`src/rtl/l2_mem_arbiter.sv`:
```
// Round-robin arbiter sharing one single-port 64-bit L2 SRAM bank,
// with a sequential clear engine that zeroes the bank after reset or on request.
module l2_mem_arbiter #(
  parameter int NB_PORTS       = 4,
  parameter int MEM_ADDR_WIDTH = 12,
  parameter bit CLEAR_ON_RESET = 1'b1
) (
  input  logic                               clk_i,
  input  logic                               rst_i,
  input  logic                               clear_i,
  output logic                               busy_o,
  input  logic [NB_PORTS-1:0]                req_i,
  input  logic [NB_PORTS-1:0]                wen_i,
  input  logic [NB_PORTS*MEM_ADDR_WIDTH-1:0] add_i,
  input  logic [NB_PORTS*8-1:0]              be_i,
  input  logic [NB_PORTS*64-1:0]             wdata_i,
  output logic [NB_PORTS-1:0]                gnt_o,
  output logic [NB_PORTS-1:0]                r_valid_o,
  output logic [63:0]                        r_rdata_o,
  output logic                               mem_csn_o,
  output logic                               mem_wen_o,
  output logic [7:0]                         mem_be_o,
  output logic [MEM_ADDR_WIDTH-1:0]          mem_add_o,
  output logic [63:0]                        mem_wdata_o,
  input  logic [63:0]                        mem_rdata_i
);

  localparam int AW = MEM_ADDR_WIDTH;
  localparam int PW = (NB_PORTS > 1) ? $clog2(NB_PORTS) : 1;
  localparam logic [AW-1:0] CLR_LAST = '1;

  typedef enum logic {ST_CLEAR, ST_ARB} state_e;

  localparam state_e RST_STATE = CLEAR_ON_RESET ? ST_CLEAR : ST_ARB;

  state_e                state_q, state_d;
  logic [PW-1:0]         rr_ptr_q, rr_ptr_d;
  logic [AW-1:0]         clr_cnt_q, clr_cnt_d;
  logic [NB_PORTS-1:0]   r_valid_q, r_valid_d;

  logic                  win_found;
  logic [PW-1:0]         win_idx;
  logic                  grant_en;
  int                    sel_idx;

  // Search order starts at rr_ptr and wraps modulo NB_PORTS.
  always_comb begin
    win_found = 1'b0;
    win_idx   = '0;
    sel_idx   = 0;
    for (int i = 0; i < NB_PORTS; i++) begin
      sel_idx = int'(rr_ptr_q) + i;
      if (sel_idx >= NB_PORTS) sel_idx = sel_idx - NB_PORTS;
      if (!win_found && req_i[sel_idx]) begin
        win_found = 1'b1;
        win_idx   = PW'(sel_idx);
      end
    end
  end

  assign grant_en = !rst_i && (state_q == ST_ARB) && win_found;
  assign gnt_o    = grant_en ? (NB_PORTS'(1) << win_idx) : '0;
  assign busy_o   = (state_q == ST_CLEAR);

  always_comb begin
    mem_csn_o   = 1'b1;
    mem_wen_o   = 1'b1;
    mem_be_o    = '0;
    mem_add_o   = '0;
    mem_wdata_o = '0;
    if (rst_i) begin
      mem_csn_o = 1'b1;
    end else if (state_q == ST_CLEAR) begin
      mem_csn_o = 1'b0;
      mem_wen_o = 1'b0;
      mem_be_o  = 8'hFF;
      mem_add_o = clr_cnt_q;
    end else if (win_found) begin
      mem_csn_o   = 1'b0;
      mem_wen_o   = wen_i[win_idx];
      mem_be_o    = be_i[win_idx*8 +: 8];
      mem_add_o   = add_i[win_idx*AW +: AW];
      mem_wdata_o = wdata_i[win_idx*64 +: 64];
    end
  end

  always_comb begin
    state_d   = state_q;
    rr_ptr_d  = rr_ptr_q;
    clr_cnt_d = clr_cnt_q;
    r_valid_d = gnt_o;
    unique case (state_q)
      ST_CLEAR: begin
        clr_cnt_d = clr_cnt_q + 1'b1;
        if (clr_cnt_q == CLR_LAST) state_d = ST_ARB;
      end
      ST_ARB: begin
        if (grant_en) begin
          if (int'(win_idx) == NB_PORTS - 1) rr_ptr_d = '0;
          else rr_ptr_d = win_idx + 1'b1;
        end
        if (clear_i) state_d = ST_CLEAR;
      end
      default: state_d = RST_STATE;
    endcase
  end

  always_ff @(posedge clk_i or posedge rst_i) begin
    if (rst_i) begin
      state_q   <= RST_STATE;
      rr_ptr_q  <= '0;
      clr_cnt_q <= '0;
      r_valid_q <= '0;
    end else begin
      state_q   <= state_d;
      rr_ptr_q  <= rr_ptr_d;
      clr_cnt_q <= clr_cnt_d;
      r_valid_q <= r_valid_d;
    end
  end

  assign r_valid_o = r_valid_q;
  assign r_rdata_o = mem_rdata_i;

endmodule

```
`config.mk`:
```
export PLATFORM = sky130hd
export DESIGN_NAME = l2_mem_arbiter
export DESIGN_NICKNAME = d
export VERILOG_FILES = /design/src/rtl/l2_mem_arbiter.sv
export SDC_FILE = /design/constraint.sdc
export NUM_CORES = 1
export LEC_CHECK = 0
export CAP_MARGIN = 20
export CORE_AREA = 2 2 220 222
export CTS_CLUSTER_DIAMETER = 100
export DETAILED_ROUTE_END_ITERATION = 6
export DIE_AREA = 0 0 222 224
export GPL_TIMING_DRIVEN = 0
export HOLD_SLACK_MARGIN = 0.05
export PLACE_DENSITY_LB_ADDON = 0.05
export SYNTH_ARGS = -nofsm -noshare
export SYNTH_HDL_FRONTEND = slang
export SYNTH_SLANG_ARGS = --single-unit
```
`constraint.sdc`:
```
create_clock -name clk_i -period 4.6 [get_ports clk_i]
set_input_delay 0.92 -clock clk_i [delete_from_list [all_inputs] [get_ports clk_i]]
set_output_delay 0.92 -clock clk_i [all_outputs]
set_load 0.02 [all_outputs]
```
==> metrics.txt <==
HPWL Detailed approximately 32000 um; Slew headroom 0.467; fin area a little over 0.01 sq mm; layout cell share with drive strength beyond 1 0.152; Initial DRT Pass Iterations 4; first-pass GRT wire length about 53000 um; largest net degree at the start of global routing 22; Die Y between 200 and 250 um; P&R area growth vs syn 132%; GP Congestion approximately 0.74; Tcrit/Tclk final 0.980; worst slew pin tran between 0.7 and 0.8 ns; worst endpoint required time around 3.7 ns; DR iter-0 viols 239; ys async rst share 1.00; top_reg_cell synth dfrtp_1; critical path type in -> out; crit end category primary output; TNS Setup 0 ns; commonest non-fill, non-tap cells in the layout clkdlybuf4s50_1, nand2_1, buf_4; P per Cell Area 162 mW/mm^2; GR Overflow Total 0; yosys warns 0; DR WL/cell roughly 22 um; DIE AREA between 0.04 and 0.05 sq mm; synthesized area roughly 0.0044 sq mm; Crit path arrival time about 3.6 ns; Num Clock Sinks 19; Vias ~6800; startpoint types input pin; Starting Density 0.0939; number of global-route vias before repair about 7500; Tmin final around 4.5 ns; Avg Cell Area, Syn 7.01 sq um; met1 usage 0.164; number of synthesized flops with an enable pin 0; Post-Place Cells about 1800; Core Box Area around 0.047 sq mm; max cap viols 0; status complete, no violations; Hold WC Path Type reg -> reg; Final WS setup 0.0903 ns; H-tree depth 1; initial antenna violation count 5; Hold Startpoint clr_cnt_q[2]; Final Hold Slack 0.493 ns; maximum root-to-sink buffer count 2; final std cells w/o fill 1762; Hold Violations, Final 0; Die Width between 200 and 250 um; RSZ-0062 raised after global routing true; CTS tree yes; flops & latches, synth 19; crit path max fanout 10; syn_nets 1050; Leak Pwr 4.34 nW; Antenna Nets Post-Route 0; root buf cell clkbuf_16; commonest non-fill, non-tap cell in the layout clkdlybuf4s50_1; routed vias/inst ~4; Layout Skew around 0.002 ns; routing usage on met2 0.275; port bufs 505; Top Usage Layer GRT met2; CTS buffer count 3; Post-Synthesis Cells 634; Seq/Total Area, Yosys 0.107; dpl ws -0.928 ns; grt met3 use 0.0413; maximum VDD drop approximately 0.000093 V; total wire length around 38000 um; clock slew at reported path FFs 0.06 ns; DRC errors left 0; worst r2r src rr_ptr_q[0]; endpoints failing setup 0; global-route usage over all layers 0.144; CTS Hold Bufs 0; Worst-Skew Late Latency roughly 0.26 ns; Row Count 80; I/O pin cnt 570; Yosys cell types 32; Critical Path Start req_i[2]; max-slew violation count 0; Placed Instance Area between 0.01 and 0.015 sq mm; Design Power 1.67 mW; final core utilization 0.218; f_max between 200 and 250 MHz; fin nets 1561
[timing repair]
action,in CTS,in global routing
endpoints found under the setup margin,89,65
hold endpoints to repair,0,0
buffers inserted,0,0
gates resized for setup,134,121
[critical path, stage by stage]
cell             delay (ns)
clkdlybuf4s50_1        0.51
nor2b_1                0.29
o21a_1                 0.17
buf_4                  0.20
nor3_4                 0.08
inv_1                  0.16
buf_6                  0.23
nand2_1                0.13
o221ai_1               0.22
clkdlybuf4s50_1        0.68
[flip-flops by register name, summed over array words and instances, names as in the netlist]
| register | cells |
|---|---|
| state_q | 1 |
| clr_cnt_q | 12 |
| rr_ptr_q | 2 |
| r_valid_o | 4 |
[worst paths after layout]
kind	to	slack, ns	cells after the start
worst max-delay path	mem_add_o[10]	0.09	10
min in group asynchronous	clr_cnt_q[2]	1.17	2
worst max register to register	r_valid_o[0]	2.40	10
worst min-delay path	clr_cnt_q[2]	0.49	1
worst min register to register	clr_cnt_q[2]	0.49	1
max in group asynchronous	clr_cnt_q[9]	3.13	2
[kinds of logic after synthesis]
group,Yosys count,share of synthesized area
AO/OA/AOI/OAI,169,0.308
XOR/XNOR,11,0.0217
buffers and inverters,139,0.196
multiplexers,35,0.0791
flip-flops,19,0.107
AND/OR/NAND/NOR,256,0.274
adder cells (fa/ha/maj),5,0.0141
[Yosys cell counts, types with 6 or more instances]
master    instances  share of area
o221ai_1         12          0.024
mux2i_1          34          0.077
a311oi_1         73           0.14
nor2_1            8         0.0068
a211oi_1         73           0.12
dfrtp_1          19           0.11
xnor2_1           7          0.014
buf_4            80           0.14
clkbuf_1         31          0.026
and3_1           69          0.097
and2_1            6         0.0084
nor4b_1           8          0.016
nand2_1         152           0.13
buf_2            20          0.023
[power by group]
part / total (mW) / switching (mW) / internal (mW) / leakage (nW)
registers: 0.240 / 0.0405 / 0.200 / 0.244
logic: 1.24 / 0.619 / 0.623 / 4.05
clock network: 0.192 / 0.0750 / 0.117 / 0.0409
[layer usage]
metal / vias up / part of all wire
met2: 270 / 0.53
li1: 3348 / -
met5: - / 0.00066
met4: 4 / 0.0024
met3: 10 / 0.073
met1: 3215 / 0.40
[cell type report]
| class | count | area (sq um) |
|---|---|---|
| sequential | 19 | 475 |
| multi-input combinational | 476 | 3160 |
| inverter | 5 | 23.8 |
| tap | 615 | 769 |
| clock inverter | 1 | 5.00 |
| antenna | 3 | 7.51 |
| buffer | 134 | 931 |
| clock buffer | 3 | 75.1 |
| timing repair buffer | 506 | 4860 |
| fill | 5335 | 37000 |
No activity file was read; power rests on OpenSTA's default activity.
